### src/rtl/load_store_unit_if.sv
`default_nettype none
// ============================================================================
//  Module      : load_store_unit_if
//  Description : Bundles the core-side request/response handshake and the
//                word-wide data-memory req/gnt/rvalid bus of the load/store
//                unit.
//                slave  modport : the load/store unit's view.
//                master modport : the environment's view (core + memory).
//  Signals     : req_valid_i/req_ready_o/req_we_i/req_func3_i/req_addr_i/
//                req_wdata_i  - core request
//                rsp_valid_o/rsp_rdata_o/rsp_err_o/stall_o - core response
//                mem_req_o/mem_we_o/mem_addr_o/mem_wdata_o/mem_be_o/
//                mem_gnt_i/mem_rvalid_i/mem_rdata_i - data memory bus
//  Revision    : 1.0 - initial release
// ============================================================================
interface load_store_unit_if;
    logic        req_valid_i;
    logic        req_ready_o;
    logic        req_we_i;
    logic [2:0]  req_func3_i;
    logic [31:0] req_addr_i;
    logic [31:0] req_wdata_i;
    logic        rsp_valid_o;
    logic [31:0] rsp_rdata_o;
    logic        rsp_err_o;
    logic        stall_o;
    logic        mem_req_o;
    logic        mem_we_o;
    logic [31:0] mem_addr_o;
    logic [31:0] mem_wdata_o;
    logic [3:0]  mem_be_o;
    logic        mem_gnt_i;
    logic        mem_rvalid_i;
    logic [31:0] mem_rdata_i;

    modport slave (
        input  req_valid_i, req_we_i, req_func3_i, req_addr_i, req_wdata_i,
        input  mem_gnt_i, mem_rvalid_i, mem_rdata_i,
        output req_ready_o, rsp_valid_o, rsp_rdata_o, rsp_err_o, stall_o,
        output mem_req_o, mem_we_o, mem_addr_o, mem_wdata_o, mem_be_o
    );

    modport master (
        output req_valid_i, req_we_i, req_func3_i, req_addr_i, req_wdata_i,
        output mem_gnt_i, mem_rvalid_i, mem_rdata_i,
        input  req_ready_o, rsp_valid_o, rsp_rdata_o, rsp_err_o, stall_o,
        input  mem_req_o, mem_we_o, mem_addr_o, mem_wdata_o, mem_be_o
    );
endinterface
`default_nettype wire

### src/rtl/load_store_unit.sv
`default_nettype none
// ============================================================================
//  Module      : load_store_unit
//  Description : Multi-cycle RV32I load/store unit. Accepts one access at a
//                time from the core, checks funct3/alignment legality, drives
//                a word-wide memory with req/gnt/rvalid handshake, aligns
//                store data into byte lanes, extracts and extends load lanes
//                and times out a silent memory. Stalls the core meanwhile.
//  Ports       : clk_i  - clock, rising edge
//                rst_i  - synchronous reset, active-high
//                bus    - load_store_unit_if.slave (core + memory signals)
//  Parameters  : TIMEOUT - WAIT cycles without rvalid before error (>=1)
//  Revision    : 1.0 - initial release
// ============================================================================
module load_store_unit #(
    parameter int TIMEOUT = 16
) (
    input  wire logic          clk_i,
    input  wire logic          rst_i,
    load_store_unit_if.slave   bus
);

    typedef enum logic [1:0] {
        S_IDLE = 2'd0,
        S_REQ  = 2'd1,
        S_WAIT = 2'd2,
        S_RESP = 2'd3
    } state_t;

    // Counter only needs to reach TIMEOUT-1.
    localparam int CNT_W = (TIMEOUT < 2) ? 1 : $clog2(TIMEOUT);

    state_t             state;
    logic               we_q;
    logic [2:0]         func3_q;
    logic [1:0]         lane_q;
    logic [CNT_W-1:0]   cnt;

    logic               rsp_valid_q;
    logic [31:0]        rsp_rdata_q;
    logic               rsp_err_q;
    logic               mem_req_q;
    logic               mem_we_q;
    logic [31:0]        mem_addr_q;
    logic [31:0]        mem_wdata_q;
    logic [3:0]         mem_be_q;

    logic               legal;
    logic [3:0]         store_be;
    logic [31:0]        store_wdata;
    logic [7:0]         load_byte;
    logic [15:0]        load_half;
    logic [31:0]        load_data;

    // Request legality: funct3 encoding for the direction plus natural alignment.
    always_comb begin
        legal = 1'b0;
        case (bus.req_func3_i)
            3'b000:  legal = 1'b1;
            3'b001:  legal = ~bus.req_addr_i[0];
            3'b010:  legal = (bus.req_addr_i[1:0] == 2'b00);
            3'b100:  legal = ~bus.req_we_i;
            3'b101:  legal = ~bus.req_we_i & ~bus.req_addr_i[0];
            default: legal = 1'b0;
        endcase
    end

    // Store lanes: data is replicated so the selected byte enables pick it up.
    always_comb begin
        store_be    = 4'b1111;
        store_wdata = bus.req_wdata_i;
        case (bus.req_func3_i[1:0])
            2'b00: begin
                store_be    = 4'b0001 << bus.req_addr_i[1:0];
                store_wdata = {4{bus.req_wdata_i[7:0]}};
            end
            2'b01: begin
                store_be    = bus.req_addr_i[1] ? 4'b1100 : 4'b0011;
                store_wdata = {2{bus.req_wdata_i[15:0]}};
            end
            default: begin
                store_be    = 4'b1111;
                store_wdata = bus.req_wdata_i;
            end
        endcase
    end

    // Load lane extraction and sign/zero extension from the captured request.
    always_comb begin
        case (lane_q)
            2'd0:    load_byte = bus.mem_rdata_i[7:0];
            2'd1:    load_byte = bus.mem_rdata_i[15:8];
            2'd2:    load_byte = bus.mem_rdata_i[23:16];
            default: load_byte = bus.mem_rdata_i[31:24];
        endcase
        load_half = lane_q[1] ? bus.mem_rdata_i[31:16] : bus.mem_rdata_i[15:0];
        case (func3_q)
            3'b000:  load_data = {{24{load_byte[7]}}, load_byte};
            3'b001:  load_data = {{16{load_half[15]}}, load_half};
            3'b100:  load_data = {24'd0, load_byte};
            3'b101:  load_data = {16'd0, load_half};
            default: load_data = bus.mem_rdata_i;
        endcase
    end

    always_ff @(posedge clk_i) begin
        if (rst_i) begin
            state       <= S_IDLE;
            we_q        <= 1'b0;
            func3_q     <= 3'd0;
            lane_q      <= 2'd0;
            cnt         <= '0;
            rsp_valid_q <= 1'b0;
            rsp_rdata_q <= 32'd0;
            rsp_err_q   <= 1'b0;
            mem_req_q   <= 1'b0;
            mem_we_q    <= 1'b0;
            mem_addr_q  <= 32'd0;
            mem_wdata_q <= 32'd0;
            mem_be_q    <= 4'd0;
        end else begin
            case (state)
                S_IDLE: begin
                    rsp_valid_q <= 1'b0;
                    if (bus.req_valid_i) begin
                        we_q    <= bus.req_we_i;
                        func3_q <= bus.req_func3_i;
                        lane_q  <= bus.req_addr_i[1:0];
                        if (legal) begin
                            mem_req_q   <= 1'b1;
                            mem_we_q    <= bus.req_we_i;
                            mem_addr_q  <= {bus.req_addr_i[31:2], 2'b00};
                            mem_be_q    <= bus.req_we_i ? store_be : 4'b1111;
                            mem_wdata_q <= bus.req_we_i ? store_wdata : 32'd0;
                            state       <= S_REQ;
                        end else begin
                            rsp_valid_q <= 1'b1;
                            rsp_err_q   <= 1'b1;
                            rsp_rdata_q <= 32'd0;
                            state       <= S_RESP;
                        end
                    end
                end
                S_REQ: begin
                    if (bus.mem_gnt_i) begin
                        mem_req_q <= 1'b0;
                        if (we_q) begin
                            rsp_valid_q <= 1'b1;
                            rsp_err_q   <= 1'b0;
                            rsp_rdata_q <= 32'd0;
                            state       <= S_RESP;
                        end else begin
                            cnt   <= '0;
                            state <= S_WAIT;
                        end
                    end
                end
                S_WAIT: begin
                    // rvalid takes priority over an expiring timeout.
                    if (bus.mem_rvalid_i) begin
                        rsp_valid_q <= 1'b1;
                        rsp_err_q   <= 1'b0;
                        rsp_rdata_q <= load_data;
                        state       <= S_RESP;
                    end else if (cnt == CNT_W'(TIMEOUT - 1)) begin
                        rsp_valid_q <= 1'b1;
                        rsp_err_q   <= 1'b1;
                        rsp_rdata_q <= 32'd0;
                        state       <= S_RESP;
                    end else begin
                        cnt <= cnt + CNT_W'(1);
                    end
                end
                default: begin
                    rsp_valid_q <= 1'b0;
                    state       <= S_IDLE;
                end
            endcase
        end
    end

    assign bus.req_ready_o = (state == S_IDLE);
    assign bus.stall_o     = ((state == S_IDLE) && bus.req_valid_i) ||
                             (state == S_REQ) || (state == S_WAIT);
    assign bus.rsp_valid_o = rsp_valid_q;
    assign bus.rsp_rdata_o = rsp_rdata_q;
    assign bus.rsp_err_o   = rsp_err_q;
    assign bus.mem_req_o   = mem_req_q;
    assign bus.mem_we_o    = mem_we_q;
    assign bus.mem_addr_o  = mem_addr_q;
    assign bus.mem_wdata_o = mem_wdata_q;
    assign bus.mem_be_o    = mem_be_q;

endmodule
`default_nettype wire

### src/flat_wrapper.sv
// flat-port wrapper written by rule: the top's interface ports become plain ports
module load_store_unit_flat 
#(
    parameter int TIMEOUT = 16
)
  (clk_i, rst_i, bus_req_valid_i, bus_req_we_i, bus_req_func3_i, bus_req_addr_i, bus_req_wdata_i, bus_mem_gnt_i, bus_mem_rvalid_i, bus_mem_rdata_i, bus_req_ready_o, bus_rsp_valid_o, bus_rsp_rdata_o, bus_rsp_err_o, bus_stall_o, bus_mem_req_o, bus_mem_we_o, bus_mem_addr_o, bus_mem_wdata_o, bus_mem_be_o);
  load_store_unit_if bus_i ();
  input  wire logic clk_i;
  input  wire logic rst_i;
  input wire logic [$bits(bus_i.req_valid_i)-1:0] bus_req_valid_i;
  input wire logic [$bits(bus_i.req_we_i)-1:0] bus_req_we_i;
  input wire logic [$bits(bus_i.req_func3_i)-1:0] bus_req_func3_i;
  input wire logic [$bits(bus_i.req_addr_i)-1:0] bus_req_addr_i;
  input wire logic [$bits(bus_i.req_wdata_i)-1:0] bus_req_wdata_i;
  input wire logic [$bits(bus_i.mem_gnt_i)-1:0] bus_mem_gnt_i;
  input wire logic [$bits(bus_i.mem_rvalid_i)-1:0] bus_mem_rvalid_i;
  input wire logic [$bits(bus_i.mem_rdata_i)-1:0] bus_mem_rdata_i;
  output wire logic [$bits(bus_i.req_ready_o)-1:0] bus_req_ready_o;
  output wire logic [$bits(bus_i.rsp_valid_o)-1:0] bus_rsp_valid_o;
  output wire logic [$bits(bus_i.rsp_rdata_o)-1:0] bus_rsp_rdata_o;
  output wire logic [$bits(bus_i.rsp_err_o)-1:0] bus_rsp_err_o;
  output wire logic [$bits(bus_i.stall_o)-1:0] bus_stall_o;
  output wire logic [$bits(bus_i.mem_req_o)-1:0] bus_mem_req_o;
  output wire logic [$bits(bus_i.mem_we_o)-1:0] bus_mem_we_o;
  output wire logic [$bits(bus_i.mem_addr_o)-1:0] bus_mem_addr_o;
  output wire logic [$bits(bus_i.mem_wdata_o)-1:0] bus_mem_wdata_o;
  output wire logic [$bits(bus_i.mem_be_o)-1:0] bus_mem_be_o;
  assign bus_i.req_valid_i = bus_req_valid_i;
  assign bus_i.req_we_i = bus_req_we_i;
  assign bus_i.req_func3_i = bus_req_func3_i;
  assign bus_i.req_addr_i = bus_req_addr_i;
  assign bus_i.req_wdata_i = bus_req_wdata_i;
  assign bus_i.mem_gnt_i = bus_mem_gnt_i;
  assign bus_i.mem_rvalid_i = bus_mem_rvalid_i;
  assign bus_i.mem_rdata_i = bus_mem_rdata_i;
  assign bus_req_ready_o = bus_i.req_ready_o;
  assign bus_rsp_valid_o = bus_i.rsp_valid_o;
  assign bus_rsp_rdata_o = bus_i.rsp_rdata_o;
  assign bus_rsp_err_o = bus_i.rsp_err_o;
  assign bus_stall_o = bus_i.stall_o;
  assign bus_mem_req_o = bus_i.mem_req_o;
  assign bus_mem_we_o = bus_i.mem_we_o;
  assign bus_mem_addr_o = bus_i.mem_addr_o;
  assign bus_mem_wdata_o = bus_i.mem_wdata_o;
  assign bus_mem_be_o = bus_i.mem_be_o;
  load_store_unit #(.TIMEOUT(TIMEOUT)) u_core (.clk_i(clk_i), .rst_i(rst_i), .bus(bus_i));
endmodule
### config.mk
export PLATFORM = sky130hd
export DESIGN_NAME = load_store_unit_flat
export DESIGN_NICKNAME = d
export VERILOG_FILES = /design/src/rtl/load_store_unit_if.sv /design/src/rtl/load_store_unit.sv /design/src/flat_wrapper.sv
export SDC_FILE = /design/constraint.sdc
export NUM_CORES = 1
export LEC_CHECK = 0
export ABC_CLOCK_PERIOD_IN_PS = 2370
export CORE_MARGIN = 1
export CORE_UTILIZATION = 45
export CTS_CLUSTER_DIAMETER = 40
export CTS_CLUSTER_SIZE = 30
export DETAILED_ROUTE_END_ITERATION = 10
export PLACE_DENSITY = 0.81
export SLEW_MARGIN = 25
export SYNTH_ARGS = -nofsm -noshare
export SYNTH_HDL_FRONTEND = slang
export SYNTH_SLANG_ARGS = --single-unit
### constraint.sdc
create_clock -name clk_i -period 2.37 [get_ports clk_i]
set_clock_uncertainty 0.2 [all_clocks]
set_input_delay 0.474 -clock clk_i [delete_from_list [all_inputs] [get_ports clk_i]]
set_output_delay 0.474 -clock clk_i [all_outputs]
set_load 0.03 [all_outputs]
# After elaboration in Yosys (flattened, before gate mapping)
# Cells that the tools add are included.
# classes
add_sub_neg	1
n_eq_ne	22
shift	1
muxes	45
bitwise_logic	3
n_reduce_logical	19
# ops
op	count
32-bit two-way mux	7
32-bit one-hot mux with 4 select lines	1
32-bit one-hot mux with 3 select lines	1
32-bit one-hot mux with 2 select lines	1
4-bit two-way mux	6
8-bit one-hot mux with 3 select lines	1
16-bit two-way mux	1
4-bit one-hot mux with 2 select lines	2
1-bit two-way mux	15
3-bit equality test, second input constant	4
2-bit != test, second input constant	6
2-bit two-way mux	5
3-bit AND reduction	3
2-bit logical NOT	4
2-bit by 1-bit equality test with 1-bit output, second input constant	3
3-bit by 1-bit equality test with 1-bit output, second input constant	2
3-bit logical NOT	2
1-bit one-hot mux with 3 select lines	2
2-bit one-hot mux with 3 select lines	1
6-bit AND reduction	1
1-bit one-hot mux with 5 select lines	1
5-bit AND reduction	1
4-bit by 1-bit adder with 4-bit output, second input constant	1
2-bit equality test, second input constant	2
other kinds (14)	18
# word_totals
regBits	114
inputBits	105
output_inout_bits	106
wordCells	104

# Longest topological paths before layout
# logic_depth
word_depth	6
ltp_mapped	8
depth_no_buf	6

# Worst setup path before layout
# Ideal clock, no wire load.
# synth_path
kind	register -> register
startpoint	register u_core.state[0]
endpoint	register u_core.rsp_rdata_q[25], in the netlist u_core.bus.rsp_rdata_o[25]
setup_time_ns	0.116
arrival_time_ns	1.930
required_time_ns	2.054
setup_slack_ns	0.123
path_stages_with_launch	9
path_buffers	3
period_less_slack_ns	2.247
cell_sequence	dfxtp_1 -> inv_1 -> ha_1 -> clkbuf_1 -> o31ai_2 -> and2_1 -> buf_2 -> buf_2 -> a31o_2
# synth_between
elab_chain_len	3
elab_cells_between_ends	11
classes_between	7 x eq/ne; 1 x mux; 3 x reduce/logical
# synth_rtl
element	line_no	source
start, declared	load_store_unit.sv:33	state_t state;
start signal, assigned	load_store_unit.sv:108	state <= S_IDLE;
start signal, assigned	load_store_unit.sv:135	state <= S_REQ;
start signal, assigned	load_store_unit.sv:140	state <= S_RESP;
2-bit logical NOT *	-	
named net bus_req_ready_o	flat_wrapper.sv:18	output wire logic [$bits(bus_i.req_ready_o)-1:0] bus_req_ready_o;
2-bit != test (no line) / 3-bit nonzero test (equally long branches)	-	
6-bit AND reduction (no line)	-	
end signal, assigned	load_store_unit.sv:163	rsp_rdata_q <= load_data;
end, declared	load_store_unit.sv:40	logic [31:0] rsp_rdata_q;
# The timed path passes the listed nets; every way through them passes the cells marked *.
# A chain may end at the register's enable or synchronous reset.

# Final worst setup path
# layout_path
startpoint	register u_core.state[1]
endpoint	output port bus_stall_o
# layout_between
elab_chain_len	4
elab_cells_between_ends	6
classes_between	2 x eq/ne; 4 x reduce/logical
# layout_rtl
element	line_no	source
2-bit logical NOT	load_store_unit.sv:183	assign bus.stall_o = ((state == S_IDLE) && bus.req_valid_i) ||
1-bit logical AND	load_store_unit.sv:183	
1-bit logical OR	load_store_unit.sv:183	
1-bit logical OR *	load_store_unit.sv:184	(state == S_REQ) || (state == S_WAIT);
end, declared	flat_wrapper.sv:22	output wire logic [$bits(bus_i.stall_o)-1:0] bus_stall_o;
# Every way passes the cells marked *; elsewhere a longest branch is shown, timed or not.

==> out/results.tsv <==
metric	value	unit
outcome	finished, final reports clean	
sequential area share after synthesis	0.394	
Post-synth ARST share	0	
number of I/O port buffers	208	
Root Buffer	clkbuf_16	
Rows	41	
setup TNS	0	ns
total power	7.82	mW
largest net degree at the start of global routing	114	
Post-synth EDFFs	0	
CTS sink count	114	
FF+latch count, synth	114	
CTS Buffer Depth	2	
startpoint types	flop	
Starting DRT DRC Count	441	
placed cell count	1043	
Place WS	-0.248	ns
GP Congestion	0.894	
crit path buf inv count	3	
required time worst endpoint	1.70	ns
most common cell after layout, fill and taps aside	clkdlybuf4s50_1	
P per Cell Area	881	nW/um2
Largest delay share family, worst path	buffers and inverters	
clock latency on the worst-skew pair	0.42	ns
unrepaired setup endpoints after global routing	no	
hold path cells	2	
via count	5886	
critical path depth	6	
nets@finish	1000	
total congestion overflow	0	
Tcrit/Tclk final	0.967	
initial core utilization	0.461	
DR DRC count	0	
register area	2280	um2
FF-to-FF path depth	7	
critical path arrival	1.62	ns
Core Area	12600	um2
Area after DPL	8260	um2
first-pass GRT wire length	29300	um
Final Critical Period	2.29	ns
worst setup margin	0.0783	ns
WL per Instance	17.2	um
Cell Count, Final, Fillers Out	1075	
min-delay worst type	flop to flop	
final setup fails	0	
Rel. slew slack	0.572	
share of cells above drive strength 1	0.186	
vias in the first global route	5904	
CP max-delay cell	dfxtp_1	
I/O pin cnt	211	
H-tree level count	4	
post-route ant nets	0	
Max Slew Vio Count	0	
Global Route Usage Sum	0.284	
die area	13300	um2
Leak	3.31	nW
Cell variety after synth	49	
worst setup path class	flop to output port	
FMAX	436	MHz
Ys Warns	0	
iteration count of the initial detailed-routing pass	5	
CP max stage delay	0.38	ns
# diodes	0	
vias per cell	5.48	
Max VDD drop	595	uV
Die H	115	um
CTS tree	done	
Max FO, Critical Path	12	
syn avg cell area	8.66	um2
Syn-to-layout area delta	53.3	%
Cell Chain, Critical Path	inv_1, ha_1, buf_4, nand2_2, nand2_1, buf_12	
endpoints failing hold	0	
fill cell count	949	
# Max-Cap Violations	0	
clk slew on worst S/H paths	0.05	ns
CTS Buf Count	17	
DRT Wirelength	18500	um
Slew @ Worst Pin	0.641	ns
final instance area	8880	um2
Layout Utilization	0.707	
Cells after Synth	669	
Top FF cell, synth	dfxtp_1	
initial antenna violation count	0	
Syn Std Cell Area	5790	um2
Hold Slack	0.251	ns
Post-DP HPWL	13100	um
most frequent cells in the layout	clkdlybuf4s50_1 (205), dfxtp_1 (113), nand2_1 (82)	
Die W	115	um
Setup crit end kind	output port	
Multi-input gate area	3150	um2
[worst reg2reg max path: stages (launching register included)]
cell	delay (ns)
dfxtp_1	0.38
inv_1	0.08
ha_1	0.19
a21boi_0	0.15
a211oi_2	0.33
buf_4	0.33
a21oi_1	0.13
a31o_2	0.23
[kinds of logic after synthesis]
family                     count (synthesis)  synth area share
other                                      1          0.000647
DFF                                      114             0.394
adders and majority gates                  5            0.0108
AOI/OAI and AO/OA                        212             0.277
muxes                                     36            0.0683
buffers and inverters                     76            0.0639
and+or+nand+nor                          225             0.185
[cell type report]
class                      count  share of cell area
clock buffer                  23              0.0550
clock inverter                 9              0.0144
inverter                      18             0.00761
multi-input combinational    480               0.355
sequential                   114               0.257
tap                          172              0.0242
timing repair buffer         259               0.287
[cell usage after synthesis (12+ instances only)]
cell type	n	area share
clkbuf_1	29	0.019
inv_1	18	0.012
a21oi_1	75	0.065
mux2i_1	17	0.029
nor2b_1	12	0.013
nand2b_1	37	0.040
a31o_2	22	0.033
nand2_1	83	0.054
a21o_1	21	0.027
nor2_1	52	0.034
dfxtp_1	114	0.39
o21ai_0	15	0.013
buf_2	14	0.012
mux2_2	18	0.035
a22oi_2	28	0.060
[registers in the layout, summed over array words and instances (netlist names)]
register	count
u_core.bus.mem_req_o	1
u_core.bus.rsp_rdata_o	32
u_core.bus.mem_wdata_o	32
u_core.bus.rsp_valid_o	1
u_core.cnt	4
u_core.func3_q	3
u_core.bus.mem_we_o	1
u_core.lane_q	2
u_core.bus.mem_addr_o	30
u_core.state	2
u_core.bus.mem_be_o	4
u_core.we_q	1
u_core.bus.rsp_err_o	1
[metal layers]
metal	vias up	track usage	routed length, um
li1	2816	-	-
met1	2728	0.325	7350
met2	288	0.474	8780
met3	54	0.108	1810
met4	0	0.122	556
met5	-	0	0
[final timing paths]
check,start,endpoint,slack [ns]
hold / removal,u_core.bus.rsp_valid_o$_SDFFE_PP0P_,u_core.bus.rsp_valid_o$_SDFFE_PP0P_,0.25
setup / recovery,u_core.state[1]$_SDFFE_PP0P_,bus_stall_o,0.08
setup reg to reg,u_core.state[1]$_SDFFE_PP0P_,u_core.bus.rsp_rdata_o[4]$_SDFFE_PP0P_,0.25
hold reg to reg,u_core.bus.rsp_valid_o$_SDFFE_PP0P_,u_core.bus.rsp_valid_o$_SDFFE_PP0P_,0.25
[what timing repair did]
action                                  4_1_cts  5_1_grt
hold buffers                                  0        0
resized for setup                             2        2
setup buffers                                 0        0
endpoints found under the setup margin        2        1
endpoints found under the hold margin         0        0
[report_power, final]
group	internal [mW]	leakage, nW	switching (mW)
registers	2.10	0.924	0.137
clock network	1.76	0.295	0.896
logic	1.26	2.09	1.67
total	5.12	3.31	2.71
Note: power is estimated with default switching activity, not from simulation.
==> RTL edit 1: new RTL, same flow settings <==
`TIMEOUT` is set to 16 in 2 places; all go to 32.
--- a/src/rtl/load_store_unit.sv
+++ b/src/rtl/load_store_unit.sv
@@ -13,7 +13,7 @@
 //  Revision    : 1.0 - initial release
 // ============================================================================
 module load_store_unit #(
-    parameter int TIMEOUT = 16
+    parameter int TIMEOUT = 32
 ) (
     input  wire logic          clk_i,
     input  wire logic          rst_i,
--- a/src/flat_wrapper.sv
+++ b/src/flat_wrapper.sv
@@ -1,7 +1,7 @@
 // flat-port wrapper written by rule: the top's interface ports become plain ports
 module load_store_unit_flat 
 #(
-    parameter int TIMEOUT = 16
+    parameter int TIMEOUT = 32
 )
   (clk_i, rst_i, bus_req_valid_i, bus_req_we_i, bus_req_func3_i, bus_req_addr_i, bus_req_wdata_i, bus_mem_gnt_i, bus_mem_rvalid_i, bus_mem_rdata_i, bus_req_ready_o, bus_rsp_valid_o, bus_rsp_rdata_o, bus_rsp_err_o, bus_stall_o, bus_mem_req_o, bus_mem_we_o, bus_mem_addr_o, bus_mem_wdata_o, bus_mem_be_o);
   load_store_unit_if bus_i ();
Check against the original RTL: no difference found for any inputs over 4 cycles, from zero or initial values and one cycle with rst_i high; that may be too few to reach the edited logic, so the function may still have changed.
==> RTL edit 1 against the original RTL <==
The flow now finishes with violations (negative setup slack); sequential share of layout area grew 0.75 points; synthesized cell count is 7.6% lower; combinational power is 18% higher; global-route usage grew 1.4 points; maximum frequency shrank 5.9%; routed wire length is 0.92% higher; count of clock-buffer cells in the layout shrank 4; sequential cell count increased by 1; total power grew 7.1%; worst setup slack worse by 0.14 ns; area after synthesis shrank 10%; final area down 1.9%; critical path type is now reg -> reg.
==> RTL edit 1: results (changes against the original RTL) <==
* Synthesis Warnings at 0 (unchanged)
* Vias/cell at 5.69 (+3.9%)
* Main synth FF type: dfxtp_1
* Number of global-route vias before repair at 5492 (-7.0%)
* Cells after DPL at 958 (-8.1%)
* CP max stage cell: a221o_2
* Failing checks: negative setup slack
* Cell variety after synth at 46 (-6.1%)
* Hold_buf cts at 0 (unchanged)
* Least-Margin Pin Slew at 0.532 ns (-0.109 ns)
* Final Setup Violations at 16 (+16)
* Root buffer cell: clkbuf_16
* Register area share after synthesis at 44.2% (+4.8 points)
* Area growth syn-to-layout at 67.2%
* Ranking of synthesized cells by area: dfxtp_1 44%, nand2_1 7.6%, a21oi_1 5.6%, mux2_2 5.4%, nor2_1 4.8%
* Gp weighted congestion at 0.895 (+0.16%)
* FF-to-FF path depth at 8 (+1)
* Worst EP arrival at 2.54 ns (+0.92 ns)
* Status: finished with violations
* Buffers on Ports at 208 (unchanged)
* Most frequent cells after synthesis: 115 x dfxtp_1, 105 x nand2_1, 66 x nor2_1
* GRT Overall Usage at 29.9% (+1.4 points)
* Wire length per cell at 18.6 µm (+8.4%)
* Largest net degree at the start of global routing at 64 (-44%)
* Htree depth at 4 (unchanged)
* HP Class: reg -> reg
* Pre-Repair DR Iteration Count at 5 (unchanged)
* Synth Area in Compound Gates at 21.7% (-6.0 points)
* R2r startpoint: u_core.cnt[0]
* Mean Syn Cell Area at 8.43 µm² (-2.6%)
* CTS buffer count at 17 (unchanged)
* Worst-path fanout max at 5 (-7)
* Dpl hpwl at 12700 µm (-3.6%)
* Leak Pwr at 3.28 nW (-0.97%)
* Synth async-reset ratio at 0% (unchanged)
* Post-synthesis mux area share at 7.95% (+1.1 points)
* Worst hold margin at 0.252 ns (+0.000547 ns)
* Synth Area in Adders at 1.44% (+0.36 points)
* Setup TNS at -0.721 ns (-0.721 ns)
* Max VDD drop at 0.744 mV (+25%)
* Clk slew on worst S/H paths at ~0.060 ns
* Final Non-Filler Cells at 1001 (-6.9%)
* Final worst slack at -0.0663 ns (-0.145 ns)
* Ant. Diodes at 0 (unchanged)
* Dpl cell area at 7680 µm² (-7.0%)
* Hold_sp: u_core.bus.mem_addr_o[11]
* Hold-critical path endpoint: u_core.bus.mem_addr_o[11]
* Main combinational cell family by area after synthesis: compound AO/OA/AOI/OAI gates
* Buffer depth of the longest clock path at 2 (unchanged)
* Clk Latency, worst-skew pair at 0.40 ns (-0.02 ns)
* Fillers at 726 (-23%)
* First-pass GRT wire length at 27300 µm (-7.0%)
* Share of cells above drive strength 1 at 18.8% (+0.21 points)
* Placement Setup Slack at -0.577 ns (-0.329 ns)
* Critical R2R Capture: u_core.bus.rsp_rdata_o[29]
* Post-synthesis xor/xnor area fraction at 0.504% (+0.50 points)
* Initial DRC count at 304 (-31%)
* Max incr delay on CP at 0.42 ns (+0.04 ns)
[RTL edit 1: changes by cell type after synthesis, sizes merged, moves of 16 or more]
cell    delta
nand2     +22
nand3b    +19
nand2b    -27
o41ai     +16
a31o      -22
a21oi     -16
a21o      -20
[RTL edit 1: area by class of cell]
type,instances,share of cell area (%)
multi-input cells,443,33.6
repair buffers,264,30.4
flip-flops and latches,115,26.5
clock buffers,19,5.20
well taps,140,2.01
clock inverters,13,2.00
inverters,7,0.302
[RTL edit 1: critical path, delay by kind of cell (launching register included)]
kind                     cells  cell delay (ns)
AO/OA/AOI/OAI                3             1.11
flip-flops                   1             0.35
adder cells (fa/ha/maj)      2             0.26
AND/OR/NAND/NOR              2             0.23
buffers and inverters        1             0.18
[RTL edit 1: worst max-delay path by stage]
stage                      from                    endpoint  cells after the start
2_1_floorplan     u_core.cnt[1]   u_core.bus.rsp_rdata_o[6]                      9
3_3_place_gp      bus_mem_gnt_i   u_core.bus.rsp_rdata_o[7]                      6
3_5_place_dp   bus_mem_rvalid_i   u_core.bus.rsp_rdata_o[7]                      6
4_1_cts           u_core.cnt[0]   u_core.bus.rsp_rdata_o[7]                      8
5_1_grt           u_core.cnt[0]  u_core.bus.rsp_rdata_o[12]                      8
6_report          u_core.cnt[0]  u_core.bus.rsp_rdata_o[29]                      8
[RTL edit 1: per-layer routing]
layer	wire length, µm	up-vias	GRT usage, %
met2	9180	290	51.2
met1	6910	2697	32.8
met4	607	0	11.8
met5	0	-	0
li1	-	2659	-
met3	1970	50	12.2
[RTL edit 1: logic make-up after synthesis]
family,count (synthesis)
DFF,115
and+or+nand+nor,223
adders and majority gates,6
muxes,37
AOI/OAI and AO/OA,171
other,1
xor gates and xnor gates,3
buffers and inverters,62
[RTL edit 1: what timing repair did]
action | 4_1_cts | 5_1_grt
resized for setup | 20 | 34
endpoints found under the setup margin | 33 | 45
gates cloned | 0 | 7
pin swaps | 7 | 16
endpoints found under the hold margin | 0 | 0
buffers inserted | 2 | 2
[RTL edit 1: power by group]
part	switching, mW	internal, mW
Combinational	1.89	1.57
Clock	0.957	1.73
Sequential	0.124	2.11
==> RTL edit 2: new RTL, same settings <==
Without the edit above. Re-encode `state_t` (4 states) as Gray code, 2 bits wide.
--- a/src/rtl/load_store_unit.sv
+++ b/src/rtl/load_store_unit.sv
@@ -21,10 +21,10 @@
 );
 
     typedef enum logic [1:0] {
-        S_IDLE = 2'd0,
-        S_REQ  = 2'd1,
-        S_WAIT = 2'd2,
-        S_RESP = 2'd3
+        S_IDLE = 2'b00,
+        S_REQ  = 2'b01,
+        S_WAIT = 2'b11,
+        S_RESP = 2'b10
     } state_t;
 
     // Counter only needs to reach TIMEOUT-1.
Behaviour: same outputs for any inputs over 4 cycles, from zero or initial values and one cycle with rst_i high; so few cycles prove little.
==> RTL edit 2 against the original RTL <==
Final area down 7.7%; routed wire length down 8.5%; maximum frequency up 0.62%; worst setup slack better by 0.014 ns; sequential cell count unchanged; area after synthesis down 9.1%; global-route usage down 0.17 points; core utilization up 1.2 points; critical path type is now in -> out; critical endpoint unchanged.
Power is not compared: it rests on default switching activity, and its combinational part moved more than twofold at a synthesized area within 25%.
==> RTL edit 2: results (changes against the original RTL) <==
* Status: finished, final reports clean
* Fillers at 852 (-10%)
* Number of global-route vias before repair at 5560 (-5.8%)
* First-pass GRT wire length at 26100 µm (-11%)
* Share of cells above drive strength 1 at 11.5% (-7.1 points)
* Worst-path fanout max at 4 (-8)
* Fmax at 439 MHz (+0.62%)
* Worst setup path endpoint: bus_stall_o
* Register area share after synthesis at 43.3% (+3.9 points)
* Cell variety after synth at 51 (+4.1%)
* Worst EP arrival at 1.60 ns (-0.02 ns)
* Placement Setup Slack at -0.241 ns (+0.00675 ns)
* Largest net degree at the start of global routing at 49 (-57%)
* HP Class: in -> reg
* Gp weighted congestion at 0.849 (-5.0%)
* Critical R2R Capture: u_core.bus.rsp_rdata_o[14]
* FF-to-FF path depth at 6 (-1)
* R2r startpoint: u_core.cnt[0]
* Worst Setup Start Kind: input port
* Most frequent cells after synthesis: 115 x nand2_1, 114 x dfxtp_1, 88 x a21oi_1
* Worst slew margin at 65.8% (+8.6 points)
* Ranking of synthesized cells by area: dfxtp_1 43%, a21oi_1 8.4%, nand2_1 8.2%, mux2_2 3.6%, nand3_1 3.2%
* Critical path origin: bus_req_valid_i
* Dpl hpwl at 12300 µm (-6.2%)
* GRT Overall Usage at 28.3% (-0.17 points)
==> RTL edit 2: changes by cell type after synthesis, moves of 14 or more <==
cell	unedited run	this run
nor2_1	52	22
a31o_2	22	0
a22o_1	0	17
a22oi_2	28	0
nand2_1	83	115
o21ai_0	15	32
a21o_1	21	1
and3b_1	0	14
nand3_1	10	34
==> RTL edit 2: cells by family after synthesis <==
logic type,Yosys count,synth area share (%)
buf+inv,59,5.30
fa+ha+maj,1,0.238
compound gates,182,21.9
flops,114,43.3
simple gates,244,22.6
mux,32,6.49
other cells,1,0.0712
==> RTL edit 2: per-layer routing <==
layer / track usage, % / part of all wire (%) / vias up
li1: - / - / 2658
met1: 31.0 / 38 / 2612
met2: 47.9 / 50 / 245
met3: 11.6 / 9.6 / 32
met4: 12.4 / 2.4 / 0
met5: 0 / 0 / -
==> RTL edit 2: where the power goes <==
part           internal, mW  total [mW]  switching [mW]
Clock                  1.51        2.48           0.974
Combinational         0.444       0.931           0.487
Sequential             1.98        2.03          0.0511
==> RTL edit 2: worst max-delay path, stage by stage <==
cell and delay (ns):
clkdlybuf4s50_1 0.48, or3b_4 0.42, nand2_1 0.08, buf_4 0.15
==> RTL edit 2: worst min path at each step <==
stage	endpoint	startpoint	cells after the start	slack, ns
after floorplan	u_core.cnt[1]	u_core.cnt[1]	2	0.27
final	u_core.cnt[2]	rst_i	2	0.18
after CTS	u_core.cnt[2]	rst_i	2	0.17
after global routing	u_core.cnt[2]	rst_i	2	0.19
after global placement	u_core.bus.mem_wdata_o[10]	u_core.bus.mem_wdata_o[10]	2	0.24
after detailed placement	u_core.bus.mem_wdata_o[20]	u_core.bus.mem_wdata_o[20]	2	0.24
==> RTL edit 2: layout make-up <==
class / instances / share of cell area (%)
clock buffers: 19 / 5.52
clock inverters: 13 / 1.57
inverters: 6 / 0.275
multi-input cells: 461 / 33.2
flip-flops and latches: 114 / 27.8
well taps: 143 / 2.18
repair buffers: 247 / 29.5
==> RTL edit 2: per-stage QoR <==
step                area [µm²]  power, mW  instances  utilization [%]
floorplan                 5270       2.55        634                -
global placement          7620       2.97        971             66.7
detailed placement        7620       2.99        971             66.7
CTS                       8200       5.47       1003             71.8
global route              8200       5.65       1003             71.8
finish                    8200       5.45       1003             71.8
==> RTL edit 2: repair_timing <==
action,CTS,global route
endpoints found under the setup margin,1,1
buffers inserted,0,0
resized for setup,1,1
hold buffers,0,0
hold endpoints to repair,0,0
